## config.mk

```make
export PLATFORM = sky130hd
export DESIGN_NAME = asfifo_wrctl
export DESIGN_NICKNAME = d
export VERILOG_FILES = /design/src/rtl/asfifo_wrctl_pkg.sv /design/src/rtl/asfifo_wrctl_sync2.sv /design/src/rtl/asfifo_wrctl.sv
export SDC_FILE = /design/constraint.sdc
export NUM_CORES = 1
export LEC_CHECK = 0
export CORE_MARGIN = 2
export CORE_UTILIZATION = 40
export CTS_BUF_LIST = sky130_fd_sc_hd__clkbuf_16
export CTS_CLUSTER_SIZE = 16
export DETAILED_ROUTE_END_ITERATION = 10
export PLACE_DENSITY_LB_ADDON = 0.25
export SYNTH_ARGS = -nofsm -noshare
export SYNTH_HDL_FRONTEND = slang
export SYNTH_SLANG_ARGS = --single-unit
```

## constraint.sdc

```tcl
create_clock -name clk -period 2.01 [get_ports clk]
set_input_delay 0.201 -clock clk [delete_from_list [all_inputs] [get_ports clk]]
set_output_delay 0.201 -clock clk [all_outputs]
set_load 0.05 [all_outputs]
```

## src/rtl/asfifo_wrctl_pkg.sv

```systemverilog
// Shared definitions for the asynchronous FIFO read and write controllers:
// Gray/binary pointer conversion helpers and the synchroniser depth.
package asfifo_wrctl_pkg;

    localparam int ASFIFO_SYNC_STAGES = 2;
    localparam int PTR_MAX_W          = 32;

    // Binary to reflected Gray code; upper zero bits stay zero, so callers
    // can zero-extend any pointer width up to PTR_MAX_W and truncate back.
    function automatic logic [PTR_MAX_W-1:0] bin2gray(input logic [PTR_MAX_W-1:0] b);
        return b ^ (b >> 1);
    endfunction

    // Gray to binary: bit i is the XOR of all Gray bits from the MSB down to i.
    function automatic logic [PTR_MAX_W-1:0] gray2bin(input logic [PTR_MAX_W-1:0] g);
        logic [PTR_MAX_W-1:0] b;
        b = '0;
        for (int i = 0; i < PTR_MAX_W; i++) begin
            b[i] = ^(g >> i);
        end
        return b;
    endfunction

endpackage

```

## src/rtl/asfifo_wrctl_sync2.sv

```systemverilog
// Parameterised-width flop-chain synchroniser (two stages), shared by the
// read and write controllers of the asynchronous FIFO.
module asfifo_sync2
    import asfifo_wrctl_pkg::*;
#(
    parameter int width = 1
) (
    input  logic             clk,
    input  logic             rst,
    input  logic [width-1:0] d,
    output logic [width-1:0] q
);

    logic [width-1:0] stage [ASFIFO_SYNC_STAGES];

    // Shift the asynchronous input through the synchroniser flops.
    always_ff @(posedge clk) begin
        if (rst) begin
            for (int i = 0; i < ASFIFO_SYNC_STAGES; i++) begin
                stage[i] <= '0;
            end
        end else begin
            stage[0] <= d;
            for (int i = 1; i < ASFIFO_SYNC_STAGES; i++) begin
                stage[i] <= stage[i-1];
            end
        end
    end

    assign q = stage[ASFIFO_SYNC_STAGES-1];

endmodule

```

## src/rtl/asfifo_wrctl.sv

```systemverilog
// Write-side control of the asynchronous FIFO: write pointer (binary and
// Gray), RAM write address, read-pointer synchronisation and registered
// full / almost_full / level status for the producer.
module asfifo_wrctl
    import asfifo_wrctl_pkg::*;
#(
    parameter int aw       = 2,
    parameter int af_level = 3
) (
    input  logic          clk,
    input  logic          rst,
    input  logic          we,
    output logic          ram_we,
    output logic [aw-1:0] waddr,
    output logic [aw:0]   wptr_gray,
    input  logic [aw:0]   rptr_gray_async,
    output logic          full,
    output logic          almost_full,
    output logic [aw:0]   level
);

    localparam int        PW    = aw + 1;
    localparam logic [aw:0] DEPTH = PW'(1 << aw);
    localparam logic [aw:0] AF    = PW'(af_level);

    logic [aw:0] wbin;
    logic [aw:0] rsync2;
    logic [aw:0] rbin;
    logic [aw:0] wnext;
    logic [aw:0] lvl;
    logic        acc;

    asfifo_sync2 #(.width(PW)) u_rsync (
        .clk (clk),
        .rst (rst),
        .d   (rptr_gray_async),
        .q   (rsync2)
    );

    // A write is taken only when not full and not in reset; full is a
    // register, so a write can never land on an already full FIFO.
    assign acc    = we & ~full & ~rst;
    assign ram_we = acc;
    assign waddr  = wbin[aw-1:0];

    // Level is computed from the synchronised (possibly stale) read pointer,
    // so it can only overstate occupancy.
    assign rbin  = PW'(gray2bin(PTR_MAX_W'(rsync2)));
    assign wnext = wbin + PW'(acc);
    assign lvl   = wnext - rbin;

    // Pointer advance and status registration.
    always_ff @(posedge clk) begin
        if (rst) begin
            wbin        <= '0;
            wptr_gray   <= '0;
            full        <= 1'b0;
            almost_full <= 1'b0;
            level       <= '0;
        end else begin
            if (acc) begin
                wbin      <= wnext;
                wptr_gray <= PW'(bin2gray(PTR_MAX_W'(wnext)));
            end
            level       <= lvl;
            full        <= (lvl == DEPTH);
            almost_full <= (lvl >= AF);
        end
    end

endmodule

```

After elaboration in Yosys (flattened, before gate mapping)
Memory sizes are Yosys's and may differ from the RTL's.
Cells that the tools add are included.

word-level totals
  bits in writable memories = 6
  memories = 1
  bits of input ports = 6
  flip-flop bits (word level) = 11
  output and inout port bits = 11

memory list
  memory         words  width  read ports  clocked after memory_dff  wr ports  line                      RTL
  u_rsync.stage  2      3      2           0                         2         asfifo_wrctl_sync2.sv:14  logic [width-1:0] stage [ASFIFO_SYNC_STAGES];

operators by class
  add/subtract/negate cells = 2
  bitwise logic cells = 7
  magnitude comparators = 1
  reductions and logical operators = 3
  mux-type cells = 5
  eq/ne operators = 1

operators with widths
  cell                                                                    number
  32-bit XOR reduction                                                    3
  3-bit 2-to-1 mux                                                        2
  3-bit by 1-bit adder with 3-bit output                                  1
  3-bit == test (second input constant)                                   1
  3-bit by 2-bit >= comparator with 1-bit output (second input constant)  1
  1-bit 2-to-1 mux                                                        3
  3-bit subtractor                                                        1
  3-bit by 2-bit bitwise XOR with 3-bit output                            1
  1-bit bitwise AND                                                       2
  1-bit NOT                                                               2
  1-bit bitwise OR                                                        2

Depth between registers and ports, before layout
  depth after elaboration = 6
  mapped depth = 9

Cells and area by module
A second synthesis with hierarchy kept.

unflattened totals
  cell total of the unflattened synthesis = 62
  area total of the unflattened synthesis = 641.9 um^2

modules (own cells, without submodules)
  module        cells each  area an instance (um^2)  times used
  asfifo_wrctl  47          461.7                    1
  asfifo_sync2  15          180.2                    1

Worst setup path before layout
OpenSTA, ideal clock, no wires.

  path type = reg2reg
  start point = register full
  end point = register almost_full
  data arrival time = 2.851 ns
  path slack = -0.964 ns
  cell stages (with the launch flop) = 10
  setup time = 0.123 ns
  required time = 1.887 ns
  path through = dfxtp_1 -> nand2b_1 -> nor2_1 -> ha_1 -> ha_1 -> inv_1 -> fa_1 -> xor2_1 -> xnor2_1 -> o21ai_1

between the ends
  longest elaborated chain between the ends = 6

ends and longest elaborated chain
  item                                            line                RTL
  start: declaration                              asfifo_wrctl.sv:17  output logic full,
  start signal: assignment                        asfifo_wrctl.sv:66  full <= (lvl == DEPTH);
  1-bit NOT                                       asfifo_wrctl.sv:42  assign acc = we & ~full & ~rst;
  1-bit bitwise AND (2 in series)                 asfifo_wrctl.sv:42
  net ram_we                                      asfifo_wrctl.sv:13  output logic ram_we,
  3-bit by 1-bit adder with 3-bit output          asfifo_wrctl.sv:49  assign wnext = wbin + PW'(acc);
  net wnext[1]                                    asfifo_wrctl.sv:29  logic [aw:0] wnext;
  3-bit subtractor                                asfifo_wrctl.sv:50  assign lvl = wnext - rbin;
  3-bit by 2-bit >= comparator with 1-bit output  asfifo_wrctl.sv:67  almost_full <= (lvl >= AF);
  end signal: assignment                          asfifo_wrctl.sv:67
  end: declaration                                asfifo_wrctl.sv:18  output logic almost_full,

The timed path passes the listed nets, and every way through them passes these cells.
A chain may end at the register's enable or synchronous reset.

Final worst setup path
  start point = register full
  end point = register almost_full

between the ends
  longest elaborated chain between the ends = 6

ends and longest elaborated chain
  item                                            line
  1-bit NOT                                       asfifo_wrctl.sv:42
  1-bit bitwise AND (2 in series)                 asfifo_wrctl.sv:42
  3-bit by 1-bit adder with 3-bit output          asfifo_wrctl.sv:49
  net wnext[1]                                    asfifo_wrctl.sv:29
  3-bit subtractor                                asfifo_wrctl.sv:50
  3-bit by 2-bit >= comparator with 1-bit output  asfifo_wrctl.sv:67

The timed path passes the listed nets, and every way through them passes these cells.

==> impl_results.md <==
- Standard-cell row count: 14
- Number of global-route vias before repair: around 450
- Die X: 43.5 microns
- Post-synth top cells: 16 x dfxtp_1, 7 x nor2b_1, 6 x nor2_1, 5 x nand2_1, 4 x xor2_1
- Layout area overhead: 64.3%
- Latest clock arrival within the worst-skew pair: 240 ps
- GRT Overall Usage: 0.163
- Final nets: 100
- Cell internal pwr: 0.000724 W
- First-pass GRT wire length: 2150 microns
- Dpl ws: -302 ps
- Input/output buffers: 16
- Design Area, Final: 0.00103 sq mm
- Setup crit start kind: flop
- Required time of the worst setup path: 2140 ps
- Post-synthesis sequential area ratio: 0.513
- Num Clock Sinks: 16
- Part of the power in combinational logic: 0.263
- Seq pwr share: 0.353
- Worst hold path startpoint: u_rsync.stage[0][0]$_SDFF_PP0_
- Synth Cell Area: ~620 sq um
- Reg-to-reg critical path startpoint: full$_SDFF_PP0_
- WS Path Type: flop to flop
- Outcome: complete, no violations
- Net Switching: 0.000277 W
- Hold WC Path Type: flop to flop
- RSZ-0062 raised after global routing: true
- Max FO, Critical Path: 3
- Max-slew headroom: 0.662
- Yosys top cell by area: dfxtp_1
- GR Overflow Total: 0
- Clk slew on worst S/H paths: around 50 ps
- CP Capture Type: flop
- Mapped Nets: 70
- Post-Syn Instances: 60
- Routed Antenna Nets: 0
- Number of synthesized register bits: 16
- DIE AREA: 0.00189 sq mm
- Clock skew: 2.47 ps
- Placer congestion estimate: around 0.69
- Total CTS buffers: 3
- Yosys warning total: 0
- Maxcap violations: 0
- Critical path arrival: 2110 ps
- Largest net degree at the start of global routing: 18
- Final setup vio count: 0
- Final wirelength: about 1300 microns
- Unique masters post-synth: 21
- Layout cells sized above 1: 0.292
- DR iter-0 viols: 4
- Synth top area share: 0.513
- Syn_area_per_cell: 10.4 sq um
- Most frequent cell after synthesis: dfxtp_1
- Final Hold Vio Count: 0
- Final critical-path required period: 1980 ps
- Util after Layout: 0.689
- Number of enable flip-flop cells after synthesis: 0
- Slew Viols, Final: 0
- Final worst setup slack: 30.1 ps
- Power Dens Cells: 976 mW/mm^2
- CTS max path bufs: 2
- H-Tree Depth: 1
- Vias: 492
- WL per Instance: 12.3 microns
- Post-DP HPWL: just under 900 microns
- Area contributors post-synth: dfxtp_1 51%, nor2b_1 7.0%, ha_1 6.0%
- Final Cycle Share: 0.985
- CP Launch Point: full$_SDFF_PP0_
- VDD IR max: around 0.57 mV
- Starting Density: 0.419
- Sw frac: 0.276
- CTS tree: built
- Fmax: 505 MHz
- Total power: 0.00100 W
- Vias per cell: 4.69
- Initial antenna violation count: 0
- Root buf cell: clkbuf_16
- TritonRoute pass-1 iters: 3
- Post-route DRC: 0
- Ant. Diodes: 0
- Core ar.: 0.00149 sq mm
- Synth async-reset ratio: 0
- Worst slew pin tran: 506 ps
- Fillers: roughly 110
- Clk pwr share: 0.383
- IO Count: 17
- Area after DPL: 907 sq um
- Post-synth top flop: dfxtp_1
- Leakage: approximately 0.43 nW
- Die Ht: ~44 microns
-- timing repair --
item,4_1_cts,5_1_grt
setup endpoints to repair,3,2
setup buffers,2,2
pin swaps,5,4
hold buffers,0,0
gates resized for setup,3,2
gates cloned,0,0
hold endpoints to repair,0,0
-- layout by cell type (no fill, tap or decap) --
master,n
dfxtp_1,15
clkdlybuf4s50_1,13
buf_4,11
nor2b_1,7
nor2_1,5
nand2_1,5
xor2_1,4
xnor2_1,3
ha_4,3
clkbuf_16,3
a21oi_1,2
dlygate4sd2_1,2
nand2b_4,1
nor2_4,1
inv_2,1
inv_4,1
nand3b_1,1
xor2_2,1
nor3_2,1
or3_1,1
o21ai_1,1
nor3b_1,1
a21o_1,1
a211oi_1,1
fa_2,1
clkinv_1,1
dfxtp_4,1
buf_12,1
-- cell families after synthesis --
| family | share of synthesized area |
|---|---|
| XOR/XNOR | 0.124 |
| flip-flops | 0.513 |
| adder cells (fa/ha/maj) | 0.0922 |
| buffers and inverters | 0.0260 |
| AO/OA/AOI/OAI | 0.0481 |
| AND/OR/NAND/NOR | 0.196 |
-- power by group through the flow --
stage	Clock (W)	Sequential, W	Combinational (W)
floorplan	0	0.000429	0.0000846
global placement	0	0.000360	0.000236
detailed placement	0	0.000361	0.000239
CTS	0.000386	0.000354	0.000253
global route	0.000402	0.000356	0.000281
finish	0.000384	0.000354	0.000264
-- layer usage --
metal | routed length [microns] | global-route usage | up-vias
met3 | 55 | 0.0375 | 5
met2 | 601 | 0.230 | 14
li1 | - | - | 248
met4 | 34 | 0.109 | 0
met1 | 599 | 0.220 | 225
met5 | 0 | 0 | -
-- registers in the layout, indices dropped and copies added, names as in the netlist --
register and count:
level 3, almost_full 1, wbin 2, full 1
u_rsync.stage 6, wptr_gray 3
-- worst max-delay path, stage by stage, from the launching register on --
cell and delay [ps]:
dfxtp_4 340, nand2b_4 130, nor2_4 40, ha_4 160, ha_4 270, inv_4 40
fa_2 360, xor2_1 160, xnor2_1 280, o21ai_1 90
-- worst paths after layout --
check / cells past startpoint / endpoint / slack [ps]
max: 9 / almost_full$_SDFF_PP0_ / 30
min: 1 / u_rsync.stage[0][3]$_SDFF_PP0_ / 440
max reg2reg: 9 / almost_full$_SDFF_PP0_ / 30
min reg2reg: 1 / u_rsync.stage[0][3]$_SDFF_PP0_ / 440
-- area by class of cell --
type / count / area [sq um] / area share
multi-input cells: 40 / 343 / 0.334
flip-flops and latches: 16 / 324 / 0.316
repair buffers: 27 / 250 / 0.244
clock inverters: 1 / 3.75 / 0.00366
well taps: 16 / 20.0 / 0.0195
inverters: 2 / 10.0 / 0.00976
clock buffers: 3 / 75.1 / 0.0732
-- stage by stage --
step / instances / hold WS (ps) / setup TNS, ps
2_1_floorplan: 60 / 329 / -658
6_report: 105 / 437 / 0
3_3_place_gp: 97 / 418 / -873
5_1_grt: 105 / 443 / -24.8
3_5_place_dp: 97 / 428 / -975
4_1_cts: 103 / 439 / 0
(Power assumes the default switching activity.)
